**config.mk**
```make
export PLATFORM = sky130hd
export DESIGN_NAME = pulse_pair_collector_flat
export DESIGN_NICKNAME = d
export VERILOG_FILES = /design/src/rtl/pulse_pair_collector_if.sv /design/src/rtl/pulse_pair_collector.sv /design/src/flat_wrapper.sv
export SDC_FILE = /design/constraint.sdc
export NUM_CORES = 1
export LEC_CHECK = 0
export ABC_AREA = 1
export CAP_MARGIN = 20
export CORE_UTILIZATION = 47
export DETAILED_ROUTE_END_ITERATION = 8
export PLACE_DENSITY = 0.79
export RECOVER_POWER = 50
export SYNTH_ARGS = -nofsm -noshare
export SYNTH_HDL_FRONTEND = slang
export SYNTH_SLANG_ARGS = --single-unit
```
**constraint.sdc**
```tcl
create_clock -name clk_12MHz -period 1.6 [get_ports clk_12MHz]
set_input_delay 0.16 -clock clk_12MHz [delete_from_list [all_inputs] [get_ports clk_12MHz]]
set_output_delay 0.16 -clock clk_12MHz [all_outputs]
set_load 0.01 [all_outputs]
```
**src/rtl/pulse_pair_collector_if.sv**
```systemverilog
// Bundle between the sweep decoder / serial transmitter and the pulse pair collector.
// The master side drives pulses and acks; the slave side presents the captured frame.
interface pulse_pair_collector_if;
    logic        pulse_valid;
    logic [16:0] pulse_offset;
    logic [16:0] pulse_poly;
    logic        reset_pulse_identifier;
    logic [16:0] pulse_id_0;
    logic [16:0] pulse_id_1;
    logic [16:0] polynomial;
    logic        data_availible;
    logic [7:0]  dropped_count;

    modport master (
        output pulse_valid, pulse_offset, pulse_poly, reset_pulse_identifier,
        input  pulse_id_0, pulse_id_1, polynomial, data_availible, dropped_count
    );

    modport slave (
        input  pulse_valid, pulse_offset, pulse_poly, reset_pulse_identifier,
        output pulse_id_0, pulse_id_1, polynomial, data_availible, dropped_count
    );
endinterface

```
**src/rtl/pulse_pair_collector.sv**
```systemverilog
// Pairs two decoded pulses sharing a polynomial within a timeout window into a frame,
// and holds that frame until the transmitter acknowledges it.
module pulse_pair_collector #(
    parameter int TIMEOUT_CYCLES = 12000,
    parameter int TMR_W          = 14
) (
    input  logic                   clk_12MHz,
    input  logic                   rstn,
    pulse_pair_collector_if.slave  bus
);

    typedef enum logic [1:0] {
        IDLE  = 2'd0,
        WAIT2 = 2'd1,
        HOLD  = 2'd2
    } state_t;

    localparam logic [TMR_W-1:0] TIMEOUT_LAST = TMR_W'(TIMEOUT_CYCLES - 1);

    state_t           state_q;
    logic [16:0]      first_off_q;
    logic [16:0]      first_poly_q;
    logic [TMR_W-1:0] timer_q;
    logic [16:0]      id0_q;
    logic [16:0]      id1_q;
    logic [16:0]      poly_q;
    logic             avail_q;
    logic [7:0]       drop_q;

    logic             poly_match_d;
    assign poly_match_d = (bus.pulse_poly == first_poly_q);

    always_ff @(posedge clk_12MHz or negedge rstn) begin
        if (!rstn) begin
            state_q      <= IDLE;
            first_off_q  <= '0;
            first_poly_q <= '0;
            timer_q      <= '0;
            id0_q        <= '0;
            id1_q        <= '0;
            poly_q       <= '0;
            avail_q      <= 1'b0;
            drop_q       <= '0;
        end else begin
            case (state_q)
                IDLE: begin
                    if (bus.pulse_valid) begin
                        first_off_q  <= bus.pulse_offset;
                        first_poly_q <= bus.pulse_poly;
                        timer_q      <= '0;
                        state_q      <= WAIT2;
                    end
                end

                WAIT2: begin
                    // A pulse on the timeout cycle itself still counts as in-window.
                    if (bus.pulse_valid) begin
                        if (poly_match_d) begin
                            id0_q   <= first_off_q;
                            id1_q   <= bus.pulse_offset;
                            poly_q  <= first_poly_q;
                            avail_q <= 1'b1;
                            state_q <= HOLD;
                        end else begin
                            first_off_q  <= bus.pulse_offset;
                            first_poly_q <= bus.pulse_poly;
                            timer_q      <= '0;
                        end
                    end else if (timer_q == TIMEOUT_LAST) begin
                        state_q <= IDLE;
                    end else begin
                        timer_q <= timer_q + 1'b1;
                    end
                end

                HOLD: begin
                    // Frame registers stay put after the ack; the transmitter samples them on that edge.
                    if (bus.reset_pulse_identifier) begin
                        avail_q <= 1'b0;
                        if (bus.pulse_valid) begin
                            first_off_q  <= bus.pulse_offset;
                            first_poly_q <= bus.pulse_poly;
                            timer_q      <= '0;
                            state_q      <= WAIT2;
                        end else begin
                            state_q <= IDLE;
                        end
                    end else if (bus.pulse_valid && (drop_q != 8'hFF)) begin
                        drop_q <= drop_q + 8'd1;
                    end
                end

                default: begin
                    state_q <= IDLE;
                    avail_q <= 1'b0;
                end
            endcase
        end
    end

    assign bus.pulse_id_0     = id0_q;
    assign bus.pulse_id_1     = id1_q;
    assign bus.polynomial     = poly_q;
    assign bus.data_availible = avail_q;
    assign bus.dropped_count  = drop_q;

endmodule
```
**src/flat_wrapper.sv**
```systemverilog
// flat-port wrapper written by rule: the top's interface ports become plain ports
module pulse_pair_collector_flat 
#(
    parameter int TIMEOUT_CYCLES = 12000,
    parameter int TMR_W          = 14
)
  (clk_12MHz, rstn, bus_pulse_valid, bus_pulse_offset, bus_pulse_poly, bus_reset_pulse_identifier, bus_pulse_id_0, bus_pulse_id_1, bus_polynomial, bus_data_availible, bus_dropped_count);
  pulse_pair_collector_if bus_i ();
  input  logic clk_12MHz;
  input  logic rstn;
  input wire logic [$bits(bus_i.pulse_valid)-1:0] bus_pulse_valid;
  input wire logic [$bits(bus_i.pulse_offset)-1:0] bus_pulse_offset;
  input wire logic [$bits(bus_i.pulse_poly)-1:0] bus_pulse_poly;
  input wire logic [$bits(bus_i.reset_pulse_identifier)-1:0] bus_reset_pulse_identifier;
  output wire logic [$bits(bus_i.pulse_id_0)-1:0] bus_pulse_id_0;
  output wire logic [$bits(bus_i.pulse_id_1)-1:0] bus_pulse_id_1;
  output wire logic [$bits(bus_i.polynomial)-1:0] bus_polynomial;
  output wire logic [$bits(bus_i.data_availible)-1:0] bus_data_availible;
  output wire logic [$bits(bus_i.dropped_count)-1:0] bus_dropped_count;
  assign bus_i.pulse_valid = bus_pulse_valid;
  assign bus_i.pulse_offset = bus_pulse_offset;
  assign bus_i.pulse_poly = bus_pulse_poly;
  assign bus_i.reset_pulse_identifier = bus_reset_pulse_identifier;
  assign bus_pulse_id_0 = bus_i.pulse_id_0;
  assign bus_pulse_id_1 = bus_i.pulse_id_1;
  assign bus_polynomial = bus_i.polynomial;
  assign bus_data_availible = bus_i.data_availible;
  assign bus_dropped_count = bus_i.dropped_count;
  pulse_pair_collector #(.TIMEOUT_CYCLES(TIMEOUT_CYCLES), .TMR_W(TMR_W)) u_core (.clk_12MHz(clk_12MHz), .rstn(rstn), .bus(bus_i));
endmodule
```
==> results of run 1 <==
[layer usage]
| metal | share of wire, % | GRT usage (%) | vias to the layer above | wire, um |
|---|---|---|---|---|
| met5 | 0 | 0 | - | 0 |
| met4 | 1.9 | 8.73 | 0 | 255 |
| met3 | 4.8 | 4.35 | 22 | 646 |
| met2 | 52 | 38.3 | 129 | 6930 |
| met1 | 42 | 28.8 | 2225 | 5560 |
| li1 | - | - | 2191 | - |
[through the flow]
step | setup WS (ns) | util (%) | total power [mW] | setup TNS [ns]
floorplan | 0.00180 | - | 3.19 | 0
global placement | -0.248 | 61.5 | 3.45 | -21.39
detailed placement | -0.324 | 61.5 | 3.47 | -27.58
CTS | -0.0555 | 64.7 | 5.22 | -1.56
global route | -0.173 | 68.5 | 5.44 | -13.00
finish | -0.0997 | 68.5 | 5.23 | -4.61
[layout by cell type (no fill, tap or decap), types with 7 or more instances in the layout]
cell and instances:
nand2_2 36, clkdlybuf4s50_1 94, nand2_4 8, nand2_1 169
inv_1 83, xnor2_1 10, dfrtp_1 109, nor2_1 21
buf_4 37, nand3_1 51, o21ai_2 11, o21ai_1 38
clkbuf_8 9, xor2_1 7
[worst paths after layout]
kind | depth (start not counted) | slack [ns] | end
min in group asynchronous | 3 | 0.54 | u_core.bus.pulse_id_0[2]$_DFFE_PN0P_
min reg2reg | 2 | 0.49 | u_core.first_off_q[14]$_DFFE_PN0P_
max | 7 | -0.1 | u_core.bus.pulse_id_0[9]$_DFFE_PN0P_
max in group asynchronous | 3 | 0.31 | u_core.bus.dropped_count[2]$_DFFE_PN0P_
min | 3 | 0.35 | u_core.bus.pulse_id_1[2]$_DFFE_PN0P_
max reg2reg | 7 | -0.1 | u_core.bus.pulse_id_0[9]$_DFFE_PN0P_
[logic make-up after synthesis]
group | after synthesis | synth area share [%]
AOI/OAI and AO/OA | 62 | 6.29
xor gates and xnor gates | 17 | 2.92
adders and majority gates | 2 | 0.491
buffers and inverters | 109 | 9.60
DFF | 110 | 54.0
muxes | 1 | 0.221
and+or+nand+nor | 313 | 26.5
[power groups by stage]
stage	logic [mW]	registers, mW	clock network (mW)
floorplan	0.229	2.96	0
finish	0.571	2.93	1.73
CTS	0.535	2.92	1.77
detailed placement	0.497	2.97	0
global route	0.635	2.94	1.86
global placement	0.482	2.97	0
[flip-flops by register name, indices dropped and copies added, names as in the netlist, 2 cells and up]
register / count
u_core.bus.pulse_id_1: 17
u_core.first_off_q: 17
u_core.bus.pulse_id_0: 17
u_core.timer_q: 14
u_core.first_poly_q: 17
u_core.bus.dropped_count: 8
u_core.state_q: 2
u_core.bus.polynomial: 17
[worst min-delay path: stages]
cell             delay, ns
clkdlybuf4s50_1       0.42
inv_1                 0.06
o21ai_1               0.06
[cell type report]
cell class / count / area [sq um]
clock inverter: 7 / 86.3
timing repair buffer: 151 / 1600
tap: 136 / 170
multi-input combinational: 395 / 2080
clock buffer: 9 / 124
fill: 763 / 3280
sequential: 110 / 2750
inverter: 85 / 319
[Yosys cell counts]
master	count	area, sq um
nand2_1	212	796
dfrtp_1	110	2750
inv_1	83	312
nand3_1	56	280
o21ai_0	29	145
o21ai_1	26	130
nor2_1	22	82.6
clkbuf_1	10	37.5
xnor2_1	10	87.6
buf_6	9	101
nor3_1	7	35.0
xor2_1	7	61.3
nand4_1	5	31.3
nor2_4	4	45.0
a21oi_1	3	15.0
buf_4	3	22.5
ha_1	2	25.0
nand4_4	2	42.5
o21bai_1	2	15.0
buf_1	1	3.75
buf_2	1	5.00
clkinv_1	1	3.75
inv_2	1	3.75
mux2_2	1	11.3
nand2_2	1	6.26
nand3b_1	1	7.51
nor2_2	1	6.26
nor3_2	1	10.0
o211ai_1	1	7.51
o31ai_1	1	7.51
or2_2	1	6.26
[what timing repair did]
action                     4_1_cts  5_1_grt
pin swaps                        7       10
buffers inserted                 7        6
setup endpoints to repair       84      107
gates cloned                     1        6
resized for setup                7       97
hold buffers                     1        0
hold endpoints to repair       110        0
==> flow_metrics.env, run 1 <==
export IMPL_syn_area_sq_um=5100
export IMPL_combPwrFrac_pct=10.9
export IMPL_post_route_min_period_ns=1.70
export IMPL_worstHoldStart="bus_pulse_offset[2]"
export IMPL_grt_usage_pct=22.7
export IMPL_floorplan_initialDensity_pct=48.9
export IMPL_power_switching_mw=1.47
export IMPL_vdd_drop_max_uv=529
export IMPL_grt_pass1_vias=4433
export IMPL_skew_ns=0.0160
export IMPL_worst_slack_ns=-0.0997
export IMPL_slew_violations=0
export IMPL_dp_hpwl_mm=8.28
export IMPL_grt_max_degree=111
export IMPL_drt_first_pass_iters=5
export IMPL_clkSinkCount=110
export IMPL_num_io_pins=98
export IMPL_gr_total_overflow=0
export IMPL_max_freq_mhz=588
export IMPL_yosysWarnings=0
export IMPL_place_area_sq_um=6410
export IMPL_pwr_share_seq_pct=56.0
export IMPL_rsz0062_at_grt="yes"
export IMPL_violations="negative setup slack"
export IMPL_cts_max_level=3
export IMPL_slowest_delay_ns=0.41
export IMPL_grt_pass1_wl_mm=20.3
export IMPL_die_w_um=106
export IMPL_antenna_found_initial=0
export IMPL_postRouteAntennaNets=0
export IMPL_ys_seq_area_share_pct=54.0
export IMPL_worst_pin_slew_ns=0.977
export IMPL_cp_top_family="simple AND/OR/NAND/NOR gates"
export IMPL_die_area_sq_um=11300
export IMPL_cap_viol_max_count=0
export IMPL_relSlewSlack_pct=34.8
export IMPL_synth_area_per_cell_sq_um=8.30
export IMPL_cts_tree="built"
export IMPL_gp_congestion=0.852
export IMPL_die_h_um=106
export IMPL_status="finished with violations"
export IMPL_ys_ff_latch=110
export IMPL_drc=0
export IMPL_coreArea_sq_um=10400
export IMPL_post_route_cell_area_sq_um=7140
export IMPL_synth_cell_types=31
export IMPL_critPathCaptureType="flip-flop"
export IMPL_crit_slowest_cell="dfrtp_1"
export IMPL_start_kind="flip-flop"
export IMPL_path_class="reg -> reg"
export IMPL_drtIter0Drc=286
export IMPL_drive_gt1_share_pct=19.2
export IMPL_vias=4567
export IMPL_clk_path_buf_depth=2
export IMPL_holdCritPathClass="in -> reg"
export IMPL_critPathRequiredTime_ns=1.91
export IMPL_drt_wl_total_mm=13.4
export IMPL_whs_ns=0.351
export IMPL_worstSetupStartpoint="u_core.first_poly_q[1]$_DFFE_PN0P_"
export IMPL_vias_per_cell=5.11
export IMPL_cp_buffers_inverters=2
export IMPL_critical_path_cell_chain="xnor2_1 > nand3_2 > nor2_4 > nand4_4 > buf_12 > clkbuf_16 > o21ai_1"
export IMPL_portBuffers=97
export IMPL_routedWlPerCell_um=15.0
export IMPL_antennaDiodeCount=0
export IMPL_dp_cells=859
export IMPL_syn_to_final_growth_pct=40.0
export IMPL_setup_viol=77
export IMPL_clk_latency_ns=0.38
export IMPL_critPathArrivalTime_ns=2.01
export IMPL_p_clk_share_pct=33.1
export IMPL_hold_viol=0
export IMPL_p_int_mw=3.76
export IMPL_syn_inst=614
export IMPL_final_cell_count_no_fill=893
export IMPL_power_leakage_nw=3.62
export IMPL_critPathMaxFanout=27
export IMPL_final_nets=792
export IMPL_timing_rr_start="u_core.first_poly_q[1]$_DFFE_PN0P_"
export IMPL_clock_root_buffer="clkbuf_8"
export IMPL_fin_crit_sh_pct=106
export IMPL_rows=37
export IMPL_clk_pin_slew_worst_paths_ns=0.13
export IMPL_cts_made_buffers=9
export IMPL_syn_num_nets=654
export IMPL_power_density_nw_per_um2=733
export IMPL_swShare_pct=28.1
Power figures use the tool's default switching activity.
==> inputs of run 2 (changes only) <==
--- a/config.mk
+++ b/config.mk
@@ -10,7 +10,6 @@
 export CORE_UTILIZATION = 47
 export DETAILED_ROUTE_END_ITERATION = 8
 export PLACE_DENSITY = 0.79
-export RECOVER_POWER = 50
 export SYNTH_ARGS = -nofsm -noshare
 export SYNTH_HDL_FRONTEND = slang
 export SYNTH_SLANG_ARGS = --single-unit
==> run 2 against run 1 <==
Against the previous run:
- the flow still finishes with violations (negative setup slack)
- fmax about the same
- register-to-register slack about the same
- critical path depth unchanged
- power about the same
- cell area increased by 0.12%
==> flow_metrics.env, run 2 (synthesis gave the netlist of run 1 again) <==
export IMPL_grt_pass1_wl_mm=20.3
export IMPL_skew_ns=0.0159
export IMPL_die_w_um=106
export IMPL_clock_root_buffer="clkbuf_8"
export IMPL_die_area_sq_um=11300
export IMPL_worst_pin_slew_ns=0.583
export IMPL_fin_tns_setup_ns=-4.64
export IMPL_place_area_sq_um=6410
export IMPL_power_density_nw_per_um2=733
export IMPL_clk_latency_ns=0.38
export IMPL_cts_made_buffers=9
export IMPL_syn_to_final_growth_pct=40.2
export IMPL_fin_crit_sh_pct=106
export IMPL_critPathMaxFanout=27
export IMPL_clkSinkCount=110
export IMPL_drtIter0Drc=286
export IMPL_drt_first_pass_iters=5
export IMPL_max_freq_mhz=588
export IMPL_critPathRequiredTime_ns=1.91
export IMPL_die_h_um=106
export IMPL_holdCritPathClass="in -> reg"
export IMPL_worst_slack_ns=-0.100
export IMPL_routedWlPerCell_um=15.0
export IMPL_layout_commonest_cell="nand2_1"
export IMPL_dp_cells=859
export IMPL_grt_usage_pct=22.7
export IMPL_vias=4558
export IMPL_drc=0
export IMPL_drive_gt1_share_pct=19.2
export IMPL_clk_path_buf_depth=2
export IMPL_vias_per_cell=5.10
export IMPL_relSlewSlack_pct=61.1
export IMPL_critPathArrivalTime_ns=2.01
export IMPL_antennaDiodeCount=0
export IMPL_cts_tree="built"
export IMPL_critPathCaptureType="flip-flop"
export IMPL_rsz0062_at_grt="yes"
export IMPL_cap_viol_max_count=0
export IMPL_cts_max_level=3
export IMPL_rows=37
export IMPL_slew_violations=0
export IMPL_grt_pass1_vias=4433
export IMPL_start_kind="flip-flop"
export IMPL_clk_pin_slew_worst_paths_ns=0.13
export IMPL_drt_wl_total_mm=13.4
export IMPL_postRouteAntennaNets=0
export IMPL_gr_total_overflow=0
export IMPL_hold_viol=0
export IMPL_gp_congestion=0.852
export IMPL_fillers=760
export IMPL_antenna_found_initial=0
export IMPL_coreArea_sq_um=10400
export IMPL_floorplan_initialDensity_pct=48.9
export IMPL_num_io_pins=98
export IMPL_final_cell_mix="nand2_1 (169), dfrtp_1 (109), clkdlybuf4s50_1 (94)"
export IMPL_final_nets=792
export IMPL_dpl_worst_slack_ns=-0.324
export IMPL_vdd_drop_max_uv=529
export IMPL_dp_hpwl_mm=8.28
export IMPL_setup_viol=77
export IMPL_final_cell_count_no_fill=893
export IMPL_power_leakage_nw=3.63
export IMPL_portBuffers=97
export IMPL_violations="negative setup slack"
export IMPL_status="finished with violations"
export IMPL_post_route_min_period_ns=1.70
export IMPL_path_class="reg -> reg"
export IMPL_post_route_cell_area_sq_um=7150
export IMPL_grt_max_degree=111
[run 2: worst max-delay path, cell delays in order, from the launching register on]
cell,delay (ns)
dfrtp_1,0.41
xnor2_1,0.21
nand3_2,0.14
nor2_4,0.21
nand4_4,0.12
buf_12,0.18
clkbuf_16,0.20
o21ai_1,0.16
[run 2: worst paths after layout]
path	start	end	slack (ns)	cells past startpoint
min in group asynchronous	rstn	u_core.bus.pulse_id_0[2]$_DFFE_PN0P_	0.37	3
max	u_core.first_poly_q[1]$_DFFE_PN0P_	u_core.bus.pulse_id_0[9]$_DFFE_PN0P_	-0.10	7
min	bus_pulse_offset[2]	u_core.bus.pulse_id_1[2]$_DFFE_PN0P_	0.35	3
min reg2reg	u_core.first_off_q[14]$_DFFE_PN0P_	u_core.first_off_q[14]$_DFFE_PN0P_	0.49	2
max in group asynchronous	rstn	u_core.bus.dropped_count[2]$_DFFE_PN0P_	0.74	3
max reg2reg	u_core.first_poly_q[1]$_DFFE_PN0P_	u_core.bus.pulse_id_0[9]$_DFFE_PN0P_	-0.10	7
[run 2: where the power goes]
part,switching [mW],total (mW),internal [mW]
clock,1.09,1.73,0.640
sequential,0.0687,2.93,2.86
combinational,0.309,0.575,0.266
total,1.47,5.24,3.77
[run 2: layout make-up]
type / instances / area, sq um / share of cell area (%)
Inverter: 85 / 319 / 4.47
Tap cell: 136 / 170 / 2.38
Multi-Input combinational cell: 395 / 2080 / 29.2
Sequential cell: 110 / 2750 / 38.5
Clock buffer: 9 / 124 / 1.73
Clock inverter: 7 / 86.3 / 1.21
Timing Repair Buffer: 151 / 1610 / 22.5
[run 2: stage by stage]
stage,util [%],hold slack (ns),total power [mW]
floorplan,-,-0.136,3.19
CTS,64.7,0.346,5.22
global route,68.6,0.349,5.44
finish,68.6,0.351,5.24
global placement,61.5,0.280,3.45
detailed placement,61.5,0.286,3.47
[run 2: timing repair]
item | in CTS | in global routing
pin swaps | 7 | 10
resized for setup | 7 | 97
hold buffers | 1 | 0
setup buffers | 7 | 6
gates cloned | 1 | 6
endpoints found under the hold margin | 110 | 0
endpoints found under the setup margin | 84 | 107
[run 2: per-layer routing]
layer	vias up	GRT usage, %	share of wire [%]
met3	22	4.35	4.8
met4	0	8.73	1.9
met5	-	0	0
met2	127	38.3	52
li1	2190	-	-
met1	2219	28.8	42
